## config.mk

```make
export PLATFORM = sky130hd
export DESIGN_NAME = datapath_ctrl
export DESIGN_NICKNAME = d
export VERILOG_FILES = /design/src/rtl/datapath_ctrl.sv
export SDC_FILE = /design/constraint.sdc
export NUM_CORES = 1
export LEC_CHECK = 0
export ABC_AREA = 1
export BUFFER_PORTS_ARGS = -buffer_cell sky130_fd_sc_hd__buf_2
export CAP_MARGIN = 20
export CORE_AREA = 2 2 59 61
export DETAILED_ROUTE_END_ITERATION = 10
export DIE_AREA = 0 0 61 63
export PLACE_DENSITY_LB_ADDON = 0.08
export SYNTH_ARGS = -nofsm -noshare
export SYNTH_HDL_FRONTEND = slang
export SYNTH_SLANG_ARGS = --single-unit
export TNS_END_PERCENT = 100
```

## constraint.sdc

```tcl
create_clock -name CLK -period 1.4 [get_ports CLK]
set_input_delay 0.07 -clock CLK [delete_from_list [all_inputs] [get_ports CLK]]
set_output_delay 0.07 -clock CLK [all_outputs]
set_load 0.02 [all_outputs]
```

## src/rtl/datapath_ctrl.sv

```systemverilog
// datapath_ctrl: micro-instruction sequencer for the 8-entry register-file /
// ALU / shifter datapath. It accepts 12-bit instructions over valid/ready and
// drives per-cycle datapath controls. A one-cycle done pulse marks the end of
// each instruction.
//
// All outputs come straight from flops. The controls for the next state are
// decoded before the edge and registered together with the state, so no
// input reaches an output combinationally.
//
// Optional feature: define DATAPATH_CTRL_PERF_CNT_EN to build a wrapping
// retired-instruction counter on instr_count. When the macro is undefined,
// instr_count is tied to 0 and no counter flops are built.
module datapath_ctrl #(
  parameter int INSTR_WIDTH = 12,
  parameter int CNT_WIDTH   = 16
) (
  input  logic                   CLK,
  input  logic                   RST_N,
  input  logic [INSTR_WIDTH-1:0] instr,
  input  logic                   instr_valid,
  output logic                   instr_ready,
  output logic                   busy,
  output logic                   done,
  output logic                   IE,
  output logic                   WE,
  output logic [2:0]             WA,
  output logic [2:0]             RAA,
  output logic                   REA,
  output logic [2:0]             RAB,
  output logic                   REB,
  output logic [1:0]             alu_op,
  output logic                   shift_en,
  output logic                   OE,
  output logic [CNT_WIDTH-1:0]   instr_count
);

  typedef enum logic [2:0] {
    IDLE   = 3'd0,
    NOP_S  = 3'd1,
    LOAD_S = 3'd2,
    RD_S   = 3'd3,
    WR_S   = 3'd4,
    OUT_S  = 3'd5
  } state_t;

  typedef struct packed {
    logic       instr_ready;
    logic       busy;
    logic       done;
    logic       ie;
    logic       we;
    logic [2:0] wa;
    logic [2:0] raa;
    logic       rea;
    logic [2:0] rab;
    logic       reb;
    logic [1:0] alu_op;
    logic       shift_en;
    logic       oe;
  } ctrl_t;

  state_t                 state_r;
  state_t                 state_nxt_s;
  logic [INSTR_WIDTH-1:0] instr_r;
  logic [INSTR_WIDTH-1:0] instr_nxt_s;
  ctrl_t                  ctrl_r;

  // Control decode for one state / captured instruction pair.
  // Every field not named for a state is left at 0, including the addresses.
  function automatic ctrl_t decode(input state_t st, input logic [INSTR_WIDTH-1:0] ir);
    ctrl_t c;
    c = '0;
    case (st)
      IDLE: begin
        c.instr_ready = 1'b1;
      end
      NOP_S: begin
        c.busy = 1'b1;
        c.done = 1'b1;
      end
      LOAD_S: begin
        c.busy = 1'b1;
        c.ie   = 1'b1;
        c.we   = 1'b1;
        c.wa   = ir[8:6];
        c.done = 1'b1;
      end
      RD_S, WR_S: begin
        // The read side is identical in both cycles. WR_S adds the write.
        c.busy = 1'b1;
        c.rea  = 1'b1;
        c.reb  = 1'b1;
        c.raa  = ir[5:3];
        c.rab  = ir[2:0];
        case (ir[11:9])
          3'b011:  c.alu_op = 2'b01;
          3'b100:  c.alu_op = 2'b10;
          3'b101:  c.alu_op = 2'b11;
          3'b110:  c.shift_en = 1'b1;
          default: c.alu_op = 2'b00;
        endcase
        case (st)
          WR_S: begin
            c.we   = 1'b1;
            c.wa   = ir[8:6];
            c.done = 1'b1;
          end
          default: c.we = 1'b0;
        endcase
      end
      OUT_S: begin
        c.busy = 1'b1;
        c.rea  = 1'b1;
        c.raa  = ir[5:3];
        c.oe   = 1'b1;
        c.done = 1'b1;
      end
      default: c = '0;
    endcase
    return c;
  endfunction

  // Next-state and instruction-capture selection.
  // A new instruction is taken only in IDLE, so valid is ignored while busy.
  always_comb begin
    state_nxt_s = state_r;
    instr_nxt_s = instr_r;
    case (state_r)
      IDLE: begin
        if (instr_valid) begin
          instr_nxt_s = instr;
          case (instr[11:9])
            3'b000:  state_nxt_s = NOP_S;
            3'b001:  state_nxt_s = LOAD_S;
            3'b111:  state_nxt_s = OUT_S;
            default: state_nxt_s = RD_S;
          endcase
        end else begin
          state_nxt_s = IDLE;
        end
      end
      RD_S:    state_nxt_s = WR_S;
      NOP_S,
      LOAD_S,
      WR_S,
      OUT_S:   state_nxt_s = IDLE;
      default: state_nxt_s = IDLE;
    endcase
  end

  // State, captured instruction and registered control outputs.
  always_ff @(posedge CLK or negedge RST_N) begin
    if (!RST_N) begin
      state_r <= IDLE;
      instr_r <= {INSTR_WIDTH{1'b0}};
      ctrl_r  <= decode(IDLE, {INSTR_WIDTH{1'b0}});
    end else begin
      state_r <= state_nxt_s;
      instr_r <= instr_nxt_s;
      ctrl_r  <= decode(state_nxt_s, instr_nxt_s);
    end
  end

  assign instr_ready = ctrl_r.instr_ready;
  assign busy        = ctrl_r.busy;
  assign done        = ctrl_r.done;
  assign IE          = ctrl_r.ie;
  assign WE          = ctrl_r.we;
  assign WA          = ctrl_r.wa;
  assign RAA         = ctrl_r.raa;
  assign REA         = ctrl_r.rea;
  assign RAB         = ctrl_r.rab;
  assign REB         = ctrl_r.reb;
  assign alu_op      = ctrl_r.alu_op;
  assign shift_en    = ctrl_r.shift_en;
  assign OE          = ctrl_r.oe;

`ifdef DATAPATH_CTRL_PERF_CNT_EN
  logic [CNT_WIDTH-1:0] cnt_r;

  // Retired-instruction counter. It counts every cycle that shows done and
  // wraps naturally.
  always_ff @(posedge CLK or negedge RST_N) begin
    if (!RST_N) begin
      cnt_r <= {CNT_WIDTH{1'b0}};
    end else if (ctrl_r.done) begin
      cnt_r <= cnt_r + {{(CNT_WIDTH-1){1'b0}}, 1'b1};
    end else begin
      cnt_r <= cnt_r;
    end
  end

  assign instr_count = cnt_r;
`else
  assign instr_count = {CNT_WIDTH{1'b0}};
`endif

endmodule

```

==> Word-level counts from Yosys, hierarchy flattened <==
Index checks and enable logic that the tools add are counted.
{ "word_totals": {"regBits": 35, "word_cells": 49, "in_bits": 15} }
{ "classes": {"mux": 16, "n_reduce_logical": 6, "eq_ne": 12} }
{ "op_table": {"columns": ["operator", "n"], "rows": [
  ["12-bit 2-to-1 mux", 2],
  ["3-bit equality test (second input constant)", 6],
  ["3-bit by 2-bit equality test with 1-bit output (second input constant)", 4],
  ["3-bit zero test", 3],
  ["3-bit one-hot mux with 3 select lines", 1],
  ["4-bit one-hot mux with 2 select lines", 1],
  ["7-bit 2-to-1 mux", 1],
  ["3-bit by 1-bit equality test with 1-bit output (second input constant)", 2],
  ["3-bit 2-to-1 mux", 2],
  ["2-bit one-hot mux with 3 select lines", 1],
  ["3-bit one-hot mux with 2 select lines", 1],
  ["3-bit OR reduction", 2],
  ["1-bit 2-to-1 mux", 5],
  ["4-bit 2-to-1 mux", 1],
  ["2-bit one-hot mux with 2 select lines", 1],
  ["2-bit OR reduction", 1]
]} }

==> Depth between registers and ports, before layout <==
{ "logic_depth": {"ltp_word": 7, "depth_mapped": 9, "ltp_nobuf": 8} }

==> Worst setup path after synthesis <==
Ideal clock, no wire load.
{ "synth_timing": {"path_kind": "register to register", "startpoint": "register state_r[0]", "endpoint": "register ctrl_r (netlist bit alu_op[0])", "stages_incl_launch_ff": 9, "t_required_ps": 1329, "setup_ps": 71, "slack_ps": 237, "synth_period_minus_slack_ps": 1163, "arrival_time_ps": 1092, "path_cell_list": "dfrtp_1 > nor2_4 > nand2_4 > buf_2 > nand2_1 > nand2_1 > nand2_1 > nand2_1 > nor2_1"} }
{ "synth_between": {"elab_chain_cells": 5} }
{ "synth_rtl": {"columns": ["item", "line", "text"], "rows": [
  ["start: declaration", "62", "state_t state_r;"],
  ["start signal: assignment", "158", "state_r <= state_nxt_s;"],
  ["3-bit by 2-bit equality test with 1-bit output or 3-bit zero test (tied branches)", "128", "case (state_r)"],
  ["3-bit one-hot mux with 2 select lines or 12-bit 2-to-1 mux (tied branches)", "128", null],
  ["3-bit by 2-bit equality test with 1-bit output, or another cell as far along", "73", "case (st)"],
  ["2-bit OR reduction or 2-bit one-hot mux with 3 select lines (tied branches)", "73, 95", null],
  ["7-bit 2-to-1 mux (*)", "73", null],
  ["end signal: assignment", "156", "ctrl_r <= decode(IDLE, {INSTR_WIDTH{1'b0}});"],
  ["end signal: assignment", "160", "ctrl_r <= decode(state_nxt_s, instr_nxt_s);"],
  ["end: declaration", "66", "ctrl_t ctrl_r;"]
]} }
Mark *: on every way between the ends. The rest lies on a longest branch, timed or not.

==> Final worst setup path <==
{ "layout_timing": {"startpoint": "register state_r[2]", "endpoint": "register ctrl_r (netlist bit WA[0])"} }
{ "layout_between": {"elab_chain_cells": 5} }
{ "layout_rtl": {"columns": ["item", "line"], "rows": [
  ["3-bit by 2-bit equality test with 1-bit output or 3-bit zero test (tied branches)", "128"],
  ["3-bit one-hot mux with 2 select lines", "128"],
  ["3-bit equality test or 3-bit by 2-bit equality test with 1-bit output (tied branches)", "73, 102"],
  ["3-bit 2-to-1 mux or 2-bit OR reduction (tied branches)", "102, 73"],
  ["4-bit one-hot mux with 2 select lines (*)", "73"]
]} }
Marks and branches as above.

==> metrics.md <==
| Metric | Value |
|---|---|
| Final Cycle Share | `about 93%` |
| Area Overhead vs Synth | `27.1%` |
| Static Leak | `between 1 and 1.5 nW` |
| # setup viols final | `0` |
| Max VDD drop | `903 uV` |
| Die Y-Extent | `roughly 63 um` |
| Remaining Overflow, GRT | `0` |
| Share of cells above drive strength 1 | `a little over a quarter` |
| Area leader, netlist | `dfrtp_1` |
| FMAX | `766 MHz` |
| Via density per instance | `~4.1` |
| Combinational share of power | `between 20% and 30%` |
| Power per cell area | `about 1400 nW/um2` |
| Initial antenna violation count | `0` |
| Setup ws final | `about 0.094 ns` |
| Post-Syn Area | `1470 um2` |
| Placed cells | `around 240` |
| Tmin final | `~1.3 ns` |
| Crit end category | `register` |
| Clock share of power | `between 20 and 30%` |
| WL/cell | `approximately 10 um` |
| Switching Fraction | `between 30% and 40%` |
| Clock Tree Buf Depth | `2` |
| Pins Over Slew Limit | `0` |
| Final hold slack | `a little over 0.05 ns` |
| Starting Density | `45.5%` |
| Critical path type | `reg -> reg` |
| I/O pin count | `just over 50` |
| Core ar. | `approximately 3200 um2` |
| Worst EP required | `approximately 1.7 ns` |
| Run status | `completed` |
| Setup TNS | `0 ns` |
| Pin count of the biggest net entering global routing | `21` |
| Rows | `21` |
| Critical path fanouts, max | `13` |
| Crit path launch type | `register` |
| Switch Pwr | `0.849 mW` |
| Library cells used by synthesis | `18` |
| Die Width | `a little over 60 um` |
| Full die area | `between 3000 and 4000 um2` |
| Global-route wire length before repair | `between 4000 and 5000 um` |
| Root Buffer | `clkbuf_4` |
| Number of global-route vias before repair | `979` |
| Int Pwr | `~1.9 mW` |
| Post-synthesis cell count | `159` |
| FILL cells | `roughly 300` |
| Top cells by area, synth | `dfrtp_1 (58%), buf_4 (8.2%), inv_1 (7.9%)` |
| RSZ-0062 raised after global routing | `no` |
| Yosys reg bits | `35` |
| Sequential Power Share | `between 40% and 50%` |
| Final Hold Viols | `0` |
| Total CTS buffers | `5` |
| HP Start | `instr[10]` |
| # port buffers | `34` |
| Worst-Skew Late Latency | `around 0.34 ns` |
| Post-synthesis sequential area ratio | `about three fifths` |
| Post-Route WL | `around 2600 um` |
| CP Launch Point | `state_r[2]` |
| Pre-antenna DRT Iters | `4` |
| Yosys top cell area share | `57.9%` |
| Warnings from Yosys | `0` |
| Total number of vias | `approximately 1100` |
| DP HPWL | `approximately 1900 um` |
| Post-route insts no fill | `259` |
| Inserted Diodes | `0` |
| DRC viols | `0` |
| DRT iter0 DRCs | `28` |
| Post-route ant nets | `0` |
| Synthesized area per cell | `just over 9 um2` |
| GPL Wtd Cong | `between 0.8 and 0.9` |
| H-tree lvl count | `2` |
| Final layout net count | `between 200 and 250` |
| Worst slack, placed | `between 0.07 and 0.08 ns` |
| Max-Cap Viols | `0` |
| Hold crit path type | `in -> reg` |
| Clk sinks | `35` |
| Total Routing Usage GR | `15.4%` |
| Clk slew on worst S/H paths | `between 0.1 and 0.15 ns` |
| Clock skew | `0.0127 ns` |
| Pwr Total | `2.71 mW` |
| CP arrival | `approximately 1.6 ns` |
| CTS tree | `done` |
| Reg2reg start | `state_r[2]` |
cells in the mapped netlist:
master	n
inv_2	2
nand2_1	30
nand2_2	2
nand4_1	1
nand2_4	1
buf_2	2
conb_1	1
o21ai_1	10
a21oi_2	1
buf_4	16
dfrtp_1	34
nor2_1	12
nand3_1	6
nor2_4	2
dfstp_2	1
nor2_2	1
inv_1	31
a21oi_1	6
kinds of logic (layout without fill, tap and decap cells):
logic type / after synthesis / count (layout) / share of synthesized area [%]
simple gates: 55 / 55 / 16.8
buf+inv: 51 / 90 / 17.3
compound gates: 17 / 17 / 6.04
other cells: 1 / 16 / 0.255
flops: 35 / 35 / 59.7
metrics by stage:
| stage | utilization [%] | area [um2] |
|---|---|---|
| after floorplan | - | 1530 |
| after global placement | 51.1 | 1650 |
| after detailed placement | 51.1 | 1650 |
| after CTS | 57.2 | 1850 |
| after global routing | 57.8 | 1870 |
| final | 57.8 | 1870 |
registers in the layout, summed over array words and instances, names as in the netlist, 2 cells and up:
signal / flops
RAA: 3
RAB: 3
WA: 3
alu_op: 2
instr_r: 12
state_r: 3
path summary, 6_finish.rpt:
path | endpoint | depth (start not counted) | slack (ns)
setup / recovery | WA[0] | 5 | 0.09
hold / removal | instr_r[10] | 3 | 0.05
setup reg to reg | WA[0] | 5 | 0.09
hold reg to reg | instr_r[10] | 2 | 0.51
max in group asynchronous | REA | 3 | 0.79
min in group asynchronous | state_r[1] | 2 | 0.18
layout make-up:
cell class / count / area (um2) / area share [%]
repair buffers: 49 / 323 / 17.3
multi-input cells: 88 / 400 / 21.4
flip-flops and latches: 35 / 877 / 47.0
clock inverters: 2 / 35.0 / 1.88
inverters: 33 / 124 / 6.63
clock buffers: 6 / 51.3 / 2.75
well taps: 46 / 57.6 / 3.08
power groups by stage:
stage / Combinational (mW) / Clock (mW) / Sequential (mW)
6_report: 0.700 / 0.750 / 1.26
5_1_grt: 0.791 / 0.820 / 1.28
4_1_cts: 0.689 / 0.777 / 1.26
3_5_place_dp: 0.662 / 0 / 1.28
3_3_place_gp: 0.656 / 0 / 1.27
2_1_floorplan: 0.404 / 0 / 1.37
cell usage in the layout, fill, tap and decap left out, types with 2 or more instances in the layout:
cell type and instances:
inv_2 2, dlygate4sd3_1 11, buf_2 34, conb_1 16, inv_1 31, nor2_4 3
dfrtp_1 34, clkbuf_4 5, o21ai_1 10, nand2_2 2, a21oi_1 6, nand3_1 6
nor2_1 12, nand2_1 30, buf_4 3
what timing repair did:
action,4_1_cts,5_1_grt
hold buffers,11,0
setup endpoints to repair,0,11
setup buffers,0,2
endpoints found under the hold margin,45,0
gates resized for setup,0,1
layer usage:
metal	up-vias	track usage, %	part of all wire, %
met2	40	23.7	47
met1	473	18.8	46
met4	0	6.52	1.3
met5	-	0	0
met3	4	6.21	6.2
li1	545	-	-
worst max-delay path, cell delays in order, from the launching register on:
cell	delay (ns)
dfrtp_1	0.42
nor2_4	0.16
nand2_4	0.13
inv_2	0.08
nand4_1	0.25
a21oi_1	0.21
Note: power is estimated with default switching activity, not from simulation.
